===== config.mk =====
export PLATFORM = sky130hd
export DESIGN_NAME = debug_uart_fifo_tx_flat
export DESIGN_NICKNAME = d
export VERILOG_FILES = /design/src/rtl/debug_uart_fifo_tx_if.sv /design/src/rtl/debug_uart_fifo_tx.sv /design/src/flat_wrapper.sv
export SDC_FILE = /design/constraint.sdc
export NUM_CORES = 1
export LEC_CHECK = 0
export ABC_AREA = 1
export BUFFER_PORTS_ARGS = -buffer_cell sky130_fd_sc_hd__buf_4
export CAP_MARGIN = 5
export CORE_MARGIN = 5
export CORE_UTILIZATION = 30
export CTS_CLUSTER_SIZE = 20
export DETAILED_ROUTE_END_ITERATION = 8
export PLACE_DENSITY_LB_ADDON = 0.3
export SYNTH_ARGS = -nofsm -noshare
export SYNTH_HDL_FRONTEND = slang
export SYNTH_SLANG_ARGS = --single-unit
export TNS_END_PERCENT = 100

===== constraint.sdc =====
create_clock -name clk -period 9.3 [get_ports clk]
set_clock_uncertainty 0.15 [all_clocks]
set_input_delay 0.93 -clock clk [delete_from_list [all_inputs] [get_ports clk]]
set_output_delay 0.93 -clock clk [all_outputs]
set_load 0.1 [all_outputs]

===== src/rtl/debug_uart_fifo_tx_if.sv =====
// ----------------------------------------------------------------------------
// debug_uart_fifo_tx_if
//   tinyQV data-bus view of the debug UART transmitter.
//
//   addr          word select (bus addr[3:2]): 0 DATA, 1 STATUS, 2 CTRL, 3 rsvd
//   data_write_n  2'b11 = idle, any other value = write this cycle
//   data_read_n   2'b11 = idle, any other value = read this cycle
//   data_in       write data
//   data_out      read data, combinational from addr
//   data_ready    always 1: every access completes in one cycle
//
//   master = bus host (CPU / testbench), slave = peripheral.
// ----------------------------------------------------------------------------
interface debug_uart_fifo_tx_if;
  logic [1:0]  addr;
  logic [1:0]  data_write_n;
  logic [1:0]  data_read_n;
  logic [31:0] data_in;
  logic [31:0] data_out;
  logic        data_ready;

  modport master (
    output addr, data_write_n, data_read_n, data_in,
    input  data_out, data_ready
  );

  modport slave (
    input  addr, data_write_n, data_read_n, data_in,
    output data_out, data_ready
  );
endinterface


===== src/rtl/debug_uart_fifo_tx.sv =====
// ----------------------------------------------------------------------------
// debug_uart_fifo_tx
//   Debug UART transmitter with a byte FIFO, programmable baud divisor,
//   1 or 2 stop bits, sticky overflow flag and a FIFO-level interrupt.
//
//   Registers (word address on bus.addr):
//     0 DATA   W: push data_in[7:0] (dropped + overflow if full)   R: 0
//     1 STATUS R: {count @ [8+:CNT_W], overflow, empty, full, busy}
//              W: bit3 = 1 clears overflow
//     2 CTRL   R/W: [DIV_W-1:0] divisor, [16] two_stop, [27:24] thresh,
//              [31] irq_en
//     3 rsvd   R: 0, writes ignored
//
//   Ports:
//     clk       system clock
//     rst       synchronous reset, active high
//     bus       tinyQV peripheral bus (slave side)
//     uart_txd  serial output, idle high
//     tx_busy   FIFO non-empty or a frame in progress
//     irq       irq_en && (count <= thresh), registered
// ----------------------------------------------------------------------------
module debug_uart_fifo_tx #(
  parameter int CLOCK_MHZ    = 64,
  parameter int DEFAULT_BAUD = 4_000_000,
  parameter int DIV_W        = 12,
  parameter int FIFO_DEPTH   = 8
) (
  input  logic                       clk,
  input  logic                       rst,
  debug_uart_fifo_tx_if.slave        bus,
  output logic                       uart_txd,
  output logic                       tx_busy,
  output logic                       irq
);

  localparam int PTR_W = $clog2(FIFO_DEPTH);
  localparam int CNT_W = PTR_W + 1;
  localparam logic [DIV_W-1:0] RESET_DIV =
    DIV_W'(CLOCK_MHZ * 1_000_000 / DEFAULT_BAUD - 1);
  localparam logic [CNT_W-1:0] FULL_CNT = CNT_W'(FIFO_DEPTH);

  typedef enum logic [1:0] {ST_IDLE, ST_START, ST_DATA, ST_STOP} state_e;

  // Shifter state
  state_e           state_q, state_d;
  logic [7:0]       shift_q, shift_d;
  logic [2:0]       bit_cnt_q, bit_cnt_d;
  logic [DIV_W-1:0] baud_cnt_q, baud_cnt_d;
  logic [DIV_W-1:0] frame_div_q, frame_div_d;
  logic             frame_two_stop_q, frame_two_stop_d;

  // FIFO
  logic [7:0]       fifo_mem_q [FIFO_DEPTH];
  logic [7:0]       fifo_mem_d [FIFO_DEPTH];
  logic [PTR_W-1:0] rd_ptr_q, rd_ptr_d;
  logic [PTR_W-1:0] wr_ptr_q, wr_ptr_d;
  logic [CNT_W-1:0] count_q, count_d;
  logic             overflow_q, overflow_d;

  // Control register and interrupt
  logic [DIV_W-1:0] div_q, div_d;
  logic             two_stop_q, two_stop_d;
  logic [3:0]       thresh_q, thresh_d;
  logic             irq_en_q, irq_en_d;
  logic             irq_q, irq_d;

  logic wr_en, push_req, status_wr, ctrl_wr;
  logic fifo_full, fifo_empty, push, pop, baud_tick;
  logic [31:0] status_rd, ctrl_rd;

  // Reads have no side effects, so the read strobe and the undecoded
  // write-data bits are intentionally left unconsumed.
  logic unused_bus_bits;
  assign unused_bus_bits = &{1'b0, bus.data_read_n, bus.data_in};

  assign wr_en     = (bus.data_write_n != 2'b11);
  assign push_req  = wr_en && (bus.addr == 2'd0);
  assign status_wr = wr_en && (bus.addr == 2'd1);
  assign ctrl_wr   = wr_en && (bus.addr == 2'd2);

  assign fifo_full  = (count_q == FULL_CNT);
  assign fifo_empty = (count_q == '0);
  assign pop        = (state_q == ST_IDLE) && !fifo_empty;
  // The pop frees a slot in the same cycle, so a full FIFO still accepts.
  assign push       = push_req && (!fifo_full || pop);
  assign baud_tick  = (baud_cnt_q == frame_div_q);

  // --------------------------------------------------------------------------
  // Register-file / FIFO next state
  // --------------------------------------------------------------------------
  always_comb begin
    // NOTE: every variable gets a default first so no path leaves it
    // unassigned; otherwise synthesis would infer a latch to hold it.
    fifo_mem_d = fifo_mem_q;
    rd_ptr_d   = rd_ptr_q;
    wr_ptr_d   = wr_ptr_q;
    overflow_d = overflow_q;
    div_d      = div_q;
    two_stop_d = two_stop_q;
    thresh_d   = thresh_q;
    irq_en_d   = irq_en_q;

    if (push) begin
      fifo_mem_d[wr_ptr_q] = bus.data_in[7:0];
      wr_ptr_d             = wr_ptr_q + PTR_W'(1);
    end
    if (pop) begin
      rd_ptr_d = rd_ptr_q + PTR_W'(1);
    end
    count_d = count_q + CNT_W'(push) - CNT_W'(pop);

    // Setting has priority over a same-cycle software clear.
    if (push_req && !push) begin
      overflow_d = 1'b1;
    end else if (status_wr && bus.data_in[3]) begin
      overflow_d = 1'b0;
    end

    if (ctrl_wr) begin
      div_d      = bus.data_in[DIV_W-1:0];
      two_stop_d = bus.data_in[16];
      thresh_d   = bus.data_in[27:24];
      irq_en_d   = bus.data_in[31];
    end

    irq_d = irq_en_d && (32'(count_d) <= 32'(thresh_d));
  end

  // --------------------------------------------------------------------------
  // Shifter FSM: next state
  // --------------------------------------------------------------------------
  always_comb begin
    state_d          = state_q;
    shift_d          = shift_q;
    bit_cnt_d        = bit_cnt_q;
    frame_div_d      = frame_div_q;
    frame_two_stop_d = frame_two_stop_q;
    baud_cnt_d       = baud_tick ? '0 : baud_cnt_q + DIV_W'(1);

    unique case (state_q)
      ST_IDLE: begin
        baud_cnt_d = '0;
        if (pop) begin
          // Frame timing is frozen here; CTRL writes mid-frame wait.
          shift_d          = fifo_mem_q[rd_ptr_q];
          frame_div_d      = div_q;
          frame_two_stop_d = two_stop_q;
          bit_cnt_d        = '0;
          state_d          = ST_START;
        end
      end
      ST_START: begin
        if (baud_tick) state_d = ST_DATA;
      end
      ST_DATA: begin
        if (baud_tick) begin
          shift_d = {1'b0, shift_q[7:1]};
          if (bit_cnt_q == 3'd7) begin
            // bit_cnt is reused as "stop bits remaining minus one".
            bit_cnt_d = {2'b00, frame_two_stop_q};
            state_d   = ST_STOP;
          end else begin
            bit_cnt_d = bit_cnt_q + 3'd1;
          end
        end
      end
      ST_STOP: begin
        if (baud_tick) begin
          if (bit_cnt_q == '0) state_d = ST_IDLE;
          else                 bit_cnt_d = bit_cnt_q - 3'd1;
        end
      end
      default: state_d = ST_IDLE;
    endcase
  end

  // --------------------------------------------------------------------------
  // Shifter FSM: outputs
  // --------------------------------------------------------------------------
  always_comb begin
    unique case (state_q)
      ST_START: uart_txd = 1'b0;
      ST_DATA:  uart_txd = shift_q[0];
      default:  uart_txd = 1'b1;
    endcase
    tx_busy = !fifo_empty || (state_q != ST_IDLE);
    irq     = irq_q;
  end

  // --------------------------------------------------------------------------
  // Read mux
  // --------------------------------------------------------------------------
  always_comb begin
    status_rd              = '0;
    status_rd[0]           = tx_busy;
    status_rd[1]           = fifo_full;
    status_rd[2]           = fifo_empty;
    status_rd[3]           = overflow_q;
    status_rd[8 +: CNT_W]  = count_q;

    ctrl_rd                = '0;
    ctrl_rd[DIV_W-1:0]     = div_q;
    ctrl_rd[16]            = two_stop_q;
    ctrl_rd[27:24]         = thresh_q;
    ctrl_rd[31]            = irq_en_q;

    unique case (bus.addr)
      2'd1:    bus.data_out = status_rd;
      2'd2:    bus.data_out = ctrl_rd;
      default: bus.data_out = '0;
    endcase
  end

  assign bus.data_ready = 1'b1;

  // --------------------------------------------------------------------------
  // State registers
  // --------------------------------------------------------------------------
  // NOTE: sequential state uses non-blocking assignments so every flop
  // samples its pre-edge inputs, independent of statement order.
  always_ff @(posedge clk) begin
    if (rst) begin
      state_q          <= ST_IDLE;
      shift_q          <= '0;
      bit_cnt_q        <= '0;
      baud_cnt_q       <= '0;
      frame_div_q      <= RESET_DIV;
      frame_two_stop_q <= 1'b0;
      rd_ptr_q         <= '0;
      wr_ptr_q         <= '0;
      count_q          <= '0;
      overflow_q       <= 1'b0;
      div_q            <= RESET_DIV;
      two_stop_q       <= 1'b0;
      thresh_q         <= '0;
      irq_en_q         <= 1'b0;
      irq_q            <= 1'b0;
    end else begin
      state_q          <= state_d;
      shift_q          <= shift_d;
      bit_cnt_q        <= bit_cnt_d;
      baud_cnt_q       <= baud_cnt_d;
      frame_div_q      <= frame_div_d;
      frame_two_stop_q <= frame_two_stop_d;
      rd_ptr_q         <= rd_ptr_d;
      wr_ptr_q         <= wr_ptr_d;
      count_q          <= count_d;
      overflow_q       <= overflow_d;
      div_q            <= div_d;
      two_stop_q       <= two_stop_d;
      thresh_q         <= thresh_d;
      irq_en_q         <= irq_en_d;
      irq_q            <= irq_d;
    end
  end

  // NOTE: FIFO storage is deliberately not reset; the pointers and count
  // are, so stale entries can never be read and the array maps to plain RAM.
  always_ff @(posedge clk) begin
    fifo_mem_q <= fifo_mem_d;
  end

endmodule


===== src/flat_wrapper.sv =====
// flat-port wrapper written by rule: the top's interface ports become plain ports
module debug_uart_fifo_tx_flat 
#(
  parameter int CLOCK_MHZ    = 64,
  parameter int DEFAULT_BAUD = 4_000_000,
  parameter int DIV_W        = 12,
  parameter int FIFO_DEPTH   = 8
)
  (clk, rst, uart_txd, tx_busy, irq, bus_addr, bus_data_write_n, bus_data_read_n, bus_data_in, bus_data_out, bus_data_ready);
  debug_uart_fifo_tx_if bus_i ();
  input  logic clk;
  input  logic rst;
  output logic uart_txd;
  output logic tx_busy;
  output logic irq;
  input wire logic [$bits(bus_i.addr)-1:0] bus_addr;
  input wire logic [$bits(bus_i.data_write_n)-1:0] bus_data_write_n;
  input wire logic [$bits(bus_i.data_read_n)-1:0] bus_data_read_n;
  input wire logic [$bits(bus_i.data_in)-1:0] bus_data_in;
  output wire logic [$bits(bus_i.data_out)-1:0] bus_data_out;
  output wire logic [$bits(bus_i.data_ready)-1:0] bus_data_ready;
  assign bus_i.addr = bus_addr;
  assign bus_i.data_write_n = bus_data_write_n;
  assign bus_i.data_read_n = bus_data_read_n;
  assign bus_i.data_in = bus_data_in;
  assign bus_data_out = bus_i.data_out;
  assign bus_data_ready = bus_i.data_ready;
  debug_uart_fifo_tx #(.CLOCK_MHZ(CLOCK_MHZ), .DEFAULT_BAUD(DEFAULT_BAUD), .DIV_W(DIV_W), .FIFO_DEPTH(FIFO_DEPTH)) u_core (.clk(clk), .rst(rst), .bus(bus_i), .uart_txd(uart_txd), .tx_busy(tx_busy), .irq(irq));
endmodule

# After elaboration in Yosys (flattened, before gate mapping)
# Index checks and enable logic that the tools add are counted.
[op_classes]
n_bitwise = 2
reduce_logical = 27
magnitude_cmp = 4
n_eq_ne = 16
muxes = 28
add_sub_neg = 7
[ops]
columns = ["operator", "count"]
rows = [
  ["$bwmux W64", 1],
  ["$pmux W32 S2", 1],
  ["$mux W8", 5],
  ["$bmux W8 S3", 1],
  ["$demux W8 S3", 1],
  ["$pmux W8 S2", 1],
  ["$mux W3", 5],
  ["$add A12 B1 Y12 const B", 1],
  ["$eq A12 B12 Y1", 1],
  ["$mux W2", 6],
  ["$ne A2 B1 Y1 const B", 6],
  ["$add A3 B1 Y3 const B", 3],
  ["$logic_and A1 B1 Y1", 9],
  ["$pmux W3 S3", 1],
  ["$ge A4 B4 Y1 const B", 2],
  ["$not A3 Y4", 2],
  ["$pmux W2 S4", 1],
  ["$eq A2 B2 Y1 const B", 3],
  ["$reduce_and A6 Y1", 1],
  ["$reduce_bool A2 Y1", 3],
  ["$reduce_and A5 Y1", 1],
  ["$add A4 B1 Y4", 1],
  ["$eq A2 B1 Y1 const B", 2],
  ["$eq A4 B4 Y1 const B", 1],
  ["18 further kinds", 25],
]
[totals]
register_bits = 132
word_cells = 107
inputBits = 40
output_inout_bits = 36

# Longest topological paths before layout
# Gate-level depths: netlist (run 1).
[logic_depth]
depth_word = 9
mapped_depth = 19
mapped_depth_nobuf = 19

# Least setup slack after synthesis (run 1)
# Ideal clock, no wire load.
[synth_timing]
path_type = "flip-flop to output port"
startpoint = "register u_core.count_q[2]"
endpoint = "output bus_data_out[0]"
t_required_ps = 8220
arrival_ps = 3008
n_path_buf = 0
setup_slack_ps = 5212
stages_incl_launch_ff = 7
path_cell_list = "dfxtp_1 > inv_1 > ha_1 > nor3b_2 > nand2_1 > nand2_1 > a21oi_1"
[synth_between]
elab_chain_len = 4
[synth_lines]
columns = ["element", "line", "source"]
rows = [
  ["start, declared", "debug_uart_fifo_tx.sv:57", "logic [CNT_W-1:0] count_q, count_d;"],
  ["start signal, assigned", "debug_uart_fifo_tx.sv:247", "count_q <= count_d;"],
  ["$logic_not A4 Y1", "debug_uart_fifo_tx.sv:82", "assign fifo_empty = (count_q == '0);"],
  ["$logic_not A1 Y1", "debug_uart_fifo_tx.sv:186", "tx_busy = !fifo_empty || (state_q != ST_IDLE);"],
  ["$logic_or A1 B1 Y1", "debug_uart_fifo_tx.sv:186", ""],
  ["net tx_busy", "flat_wrapper.sv:14", "output logic tx_busy;"],
  ["$pmux W32 S2", "debug_uart_fifo_tx.sv:207", "unique case (bus.addr)"],
  ["end, declared", "flat_wrapper.sv:20", "output wire logic [$bits(bus_i.data_out)-1:0] bus_data_out;"],
]
# The timed path passes the listed nets, and every way through them passes these cells.

# Worst setup path after layout (run 1)
[layout_timing]
startpoint = "register u_core.count_q[2]"
endpoint = "register u_core.irq_q (netlist: u_core.irq)"
[layout_between]
elab_chain_len = 9
word_cells_on_any_way = 11
cone_classes = "2 x add/sub; 1 x order compare; 1 x eq/ne; 7 x reduce/logical"
[layout_lines]
columns = ["element", "line", "source"]
rows = [
  ["$logic_not A4 Y1", "debug_uart_fifo_tx.sv:82", ""],
  ["$logic_not A1 Y1", "debug_uart_fifo_tx.sv:83", "assign pop = (state_q == ST_IDLE) && !fifo_empty;"],
  ["$logic_and A1 B1 Y1", "debug_uart_fifo_tx.sv:83", ""],
  ["$logic_or A1 B1 Y1 *", "debug_uart_fifo_tx.sv:85", "assign push = push_req && (!fifo_full || pop);"],
  ["$logic_and A1 B1 Y1 *", "debug_uart_fifo_tx.sv:85", ""],
  ["net u_core.push", "debug_uart_fifo_tx.sv:68", "logic fifo_full, fifo_empty, push, pop, baud_tick;"],
  ["$add A4 B1 Y4 *", "debug_uart_fifo_tx.sv:110", "count_d = count_q + CNT_W'(push) - CNT_W'(pop);"],
  ["$sub A4 B1 Y4 *", "debug_uart_fifo_tx.sv:110", ""],
  ["net u_core.count_d[1]", "debug_uart_fifo_tx.sv:57", ""],
  ["$le A4 B4 Y1 *", "debug_uart_fifo_tx.sv:126", "irq_d = irq_en_d && (32'(count_d) <= 32'(thresh_d));"],
  ["$logic_and A1 B1 Y1 *", "debug_uart_fifo_tx.sv:126", ""],
  ["end signal, assigned", "debug_uart_fifo_tx.sv:253", "irq_q <= irq_d;"],
  ["end, declared", "debug_uart_fifo_tx.sv:65", "logic irq_q, irq_d;"],
]
# Mark *: on every way through the listed nets, which the timed path passes. The rest lies on a longest branch.
# A chain may end at the register's enable or synchronous reset.

==> results.tsv, run 1 <==
metric	value	unit
outcome	completed	
worstSetupPathType	reg2reg	
diodes	0	
hold_buffers	0	
coreArea	0.0202	mm^2
io_pins	76	
synthCells	724	
post_cts_buffers	0	
irDropWorstVdd	179	uV
clk_pin_slew	0.06	ns
finalCritPeriodShare	39.9	%
drive_above_1_share	11.6	%
relSlewSlack	32.1	%
grt_pass1_wl	22500	um
fin_nets	827	
remaining_drc_errors	0	
drt-pass1-iter-count	4	
syn-cell-area	0.00616	mm^2
gp_congestion	0.777	
multi_input_area	0.00240	mm^2
yosysUniqueCellTypes	36	
power_leakage	3.06	nW
cts_buffer_depth	2	
total_power	0.00221	W
worst_pin_slew	1.02	ns
fp-row-count	52	
grt_pass1_vias	4434	
vias	4627	
grt_max_degree	45	
fmax	0.269	GHz
hold_viol	0	
wirelength	13800	um
synth_area_leaders	edfxtp_1, dfxtp_1, nand2_1	
htree_num_levels	4	
cp_max_fo	18	
utilization	35.8	%
portBuffers	44	
cts_tree	built	
crit_arrival	3.89	ns
seq_area	0.00328	mm^2
ant_nets	0	
clockRootBuffer	clkbuf_16	
rsz0062_at_grt	false	
synth_seq_cells	132	
synth_area_per_cell	8.51	um^2
setup_viol	0	
die_y	153	um
vias_per_cell	4.43	
post-route-min-period	3.71	ns
cp.required	9.48	ns
clk_latency	0.41	ns
cts.sinks	132	
seq_area_frac_synth	53.3	%
netlist.area_leader.share	31.2	%
ys_async_sr_fraction	0	%
initial_utilization	30.5	%
track_usage	12.0	%
first_iter_violations	259	
synth.largest_area_cell	edfxtp_1	
cap_violations	0	
globalRouteOverflowTotal	0	
die_w	153	um
wire_per_inst	13.2	um
final.setup.tns	0	ns
hp-class	reg2reg	
drv_slew	0	
synth_flop_cell	dfxtp_1	
synth-edff-count	64	
ys_warn_count	0	
final_cell_mix	nand2_1, nor2_1, inv_1	
startpoint_type	register	
final_common_cell	nand2_1	
dp.final_hpwl	9290	um
antenna_found_initial	0	
die_area	0.0235	mm^2
fillCellCount	2098	
cts_buffers	17	
areaGrowthSynthToFinish	17.5	%
cts_resized	0	
power_density	305	mW/mm^2
worst_setup_path_end_kind	register	
flip-flops by register name, indices dropped and copies added (netlist names):
name,flops
u_core.fifo_mem_q,64
u_core.baud_cnt_q,12
u_core.div_q,12
u_core.frame_div_q,12
u_core.shift_q,8
u_core.count_q,4
u_core.thresh_q,4
u_core.bit_cnt_q,3
u_core.rd_ptr_q,3
u_core.wr_ptr_q,3
u_core.state_q,2
u_core.frame_two_stop_q,1
u_core.irq,1
u_core.irq_en_q,1
u_core.overflow_q,1
u_core.two_stop_q,1
worst paths after layout:
| kind | from | to | slack (ns) | cells past startpoint |
|---|---|---|---|---|
| hold / removal | u_core.shift_q[7] | u_core.shift_q[7] | 0.31 | 2 |
| hold reg to reg | u_core.shift_q[7] | u_core.shift_q[7] | 0.31 | 2 |
| setup reg to reg | u_core.count_q[2] | u_core.irq | 5.59 | 16 |
| setup / recovery | u_core.count_q[2] | u_core.irq | 5.59 | 16 |
where the power goes:
part / internal [W] / switching [W]
sequential: 0.000687 / 0.0000572
clock: 0.000391 / 0.000246
combinational: 0.000258 / 0.000569
total: 0.00134 / 0.000873
critical path, stage by stage, from the launching register on:
cell and delay, ns:
dfxtp_1 0.33, inv_1 0.08, ha_1 0.19, nor3b_2 0.18, nor2_2 0.54, inv_2 0.31
nand2_1 0.12, nand2_1 0.14, inv_1 0.14, ha_1 0.20, fa_1 0.46, ha_1 0.31
inv_1 0.06, nor2_1 0.03, o21ai_0 0.14, a32oi_1 0.09, nor4_1 0.15
cell usage after synthesis, drive strengths merged (9+ instances only):
library cell / n
o21ai: 49
a21oi: 28
ha: 24
inv: 78
o22ai: 9
nand3: 45
edfxtp: 64
nand2: 171
buf: 25
dfxtp: 68
clkbuf: 15
nor2: 106
per-layer routing:
metal  vias up  part of all wire, %  track usage (%)
met3        10                  4.8             3.39
met4         0                  1.2             4.29
met5         -                    0                0
met1      2129                   47             15.8
li1       2389                    -                -
met2        99                   47             19.0
final cells by class:
cell class,count,share of cell area (%)
flip-flops and latches,132,45.4
repair buffers,46,4.77
multi-input cells,485,33.2
well taps,270,4.67
clock buffers,18,5.93
clock inverters,14,1.92
inverters,80,4.18
stage by stage:
stage | hold WS (ns) | area (um^2) | worst slack (ns) | std cells
final | 0.310 | 7240 | 5.59 | 1045
after detailed placement | 0.306 | 6670 | 5.52 | 1013
after global placement | 0.296 | 6670 | 5.51 | 1013
after CTS | 0.315 | 7240 | 5.50 | 1045
after global routing | 0.336 | 7240 | 5.18 | 1045
after floorplan | 0.278 | 6210 | 5.21 | 737
logic make-up after synthesis:
family,count (synthesis),share of synthesized area [%]
XOR/XNOR,14,1.99
AND/OR/NAND/NOR,336,22.5
buffers and inverters,120,8.55
flip-flops,132,53.3
multiplexers,3,0.487
adder cells (fa/ha/maj),25,5.20
AO/OA/AOI/OAI,92,7.92
other,2,0.122
(Power assumes the default switching activity.)
==> run 2: changes to the inputs <==
==> constraint.sdc (replaced) <==
create_clock -name clk -period 3.7 [get_ports clk]
set_clock_uncertainty 0.15 [all_clocks]
set_input_delay 0.37 -clock clk [delete_from_list [all_inputs] [get_ports clk]]
set_output_delay 0.37 -clock clk [all_outputs]
set_load 0.1 [all_outputs]
==> run 2 against run 1 <==
Compared with the run above: critical path depth up 3; global-route usage about the same; worst setup slack worse by 5.1 ns; non-clock buffer count up 7; first-iteration DRC count up 16%; final area up 1.4%; maximum frequency up 16%; register-to-register slack worse by 5.1 ns; largest power group unchanged; highest routed layer unchanged.
==> results.tsv, run 2 (synthesis results as in run 1) <==
metric	value	unit	change
post_cts_buffers	0		unchanged
drt-pass1-iter-count	4		unchanged
cp.required	3.85	ns	was 9.48 ns
fmax	0.314	GHz	was 0.269 GHz
utilization	36.3	%	was 35.8%
io_pins	76		unchanged
seq_area	0.00328	mm^2	unchanged
grt_pass1_wl	22600	um	was 22500 um
die_area	0.0235	mm^2	unchanged
portBuffers	44		unchanged
first_iter_violations	301		was 259
hp-class	in2reg		was reg2reg
top_register	u_core.fifo_mem_q		unchanged
place_area	0.00672	mm^2	was 0.00667 mm^2
r2r_cells	19		was 16
clockRootBuffer	clkbuf_16		unchanged
worstSetupPathType	reg2reg		unchanged
areaGrowthSynthToFinish	19.1	%	was 17.5%
wirelength	13800	um	about the same
final_design_area_no_fill	0.00734	mm^2	was 0.00724 mm^2
power_leakage	3.12	nW	was 3.06 nW
irDropWorstVdd	515	uV	was 179 uV
multi_input_area	0.00240	mm^2	unchanged
hold_buffers	0		unchanged
grt_pass1_vias	4467		was 4434
coreArea	0.0202	mm^2	unchanged
setup_viol	0		unchanged
post-route-min-period	3.19	ns	was 3.71 ns
cts_resized	0		unchanged
placed_cells	1020		was 1013
vias	4635		was 4627
track_usage	12.0	%	about the same
antenna_found_initial	0		unchanged
cts.sinks	132		unchanged
cap_violations	0		unchanged
dp.final_hpwl	9430	um	was 9290 um
worst_setup_path_end_kind	register		unchanged
fin_nets	834		was 827
startpoint_type	register		unchanged
drv_slew	0		unchanged
wire_per_inst	13.1	um	was 13.2 um
power_density	782	mW/mm^2	was 305 mW/mm^2
gp_congestion	0.783		was 0.777
hold_viol	0		unchanged
crit_arrival	3.34	ns	was 3.89 ns
total_power	0.00573	W	was 0.00221 W
diodes	0		unchanged
fp-row-count	52		unchanged
grt_max_degree	45		unchanged
final_common_cell	nand2_1		unchanged
clk_latency	0.42	ns	was 0.41 ns
instances_no_fill	1052		was 1045
final.setup.tns	0	ns	unchanged
cts_buffers	17		unchanged
ant_nets	0		unchanged
die_y	153	um	unchanged
remaining_drc_errors	0		unchanged
cts_tree	built		unchanged
relSlewSlack	33.5	%	was 32.1%
initial_utilization	30.5	%	unchanged
hold_path_depth	3		was 2
outcome	completed		unchanged
vias_per_cell	4.41		was 4.43
cts_buffer_depth	2		unchanged
worst_pin_slew	0.996	ns	was 1.02 ns
rsz0062_at_grt	false		unchanged
die_w	153	um	unchanged
htree_num_levels	4		unchanged
fillCellCount	2070		was 2098
drive_above_1_share	12.4	%	was 11.6%
finalCritPeriodShare	86.2	%	was 39.9%
clk_pin_slew	0.05	ns	was 0.06 ns
cp_max_fo	6		was 18
globalRouteOverflowTotal	0		unchanged
largest_reg_flops	64		unchanged
final_cell_mix	nand2_1, nor2_1, inv_1		unchanged
## run 2: metrics by stage
stage | hold slack [ns] | setup WS (ns)
6_report | 0.0276 | 0.511
4_1_cts | 0.00999 | 0.514
2_1_floorplan | 0.278 | 0.172
5_1_grt | 0.0288 | 0.208
3_3_place_gp | 0.297 | 0.605
3_5_place_dp | 0.301 | 0.539
## run 2: power breakdown
group | switching (W) | internal (W)
logic | 0.00147 | 0.000679
registers | 0.000108 | 0.00173
clock network | 0.000624 | 0.00113
total | 0.00220 | 0.00354
## run 2: worst paths after layout
kind                      from           endpoint  slack [ns]
max          u_core.count_q[2]         u_core.irq        0.51
min             bus_data_in[9]    u_core.div_q[9]        0.03
max reg2reg  u_core.count_q[2]         u_core.irq        0.51
min reg2reg  u_core.shift_q[7]  u_core.shift_q[7]        0.31
## run 2: metal layers
metal / vias to the layer above / part of all wire, % / global-route usage, %
met4: 0 / 1.0 / 4.41
met2: 102 / 48 / 19.5
met1: 2126 / 47 / 15.7
met3: 11 / 4.7 / 2.97
met5: - / 0 / 0
li1: 2396 / - / -
## run 2: worst max-delay path: stages, from the launching register on
cell and delay (ns):
dfxtp_1 0.31, inv_1 0.10, ha_1 0.15, nor3b_2 0.28, nor2_2 0.14, inv_2 0.07
nand2_1 0.04, nand2_1 0.16, inv_1 0.11, ha_1 0.23, fa_1 0.36, inv_1 0.07
or2_2 0.11, nand2_1 0.07, ha_1 0.29, nand2_1 0.05, inv_1 0.06, o21ai_0 0.08
a32oi_1 0.18, nor4_1 0.07
## run 2: final cells by class
cell class	instances	area share [%]
sequential	132	44.7
multi-input combinational	485	32.7
clock buffer	20	5.95
timing repair buffer	53	5.42
tap	270	4.60
inverter	80	4.13
clock inverter	12	2.44
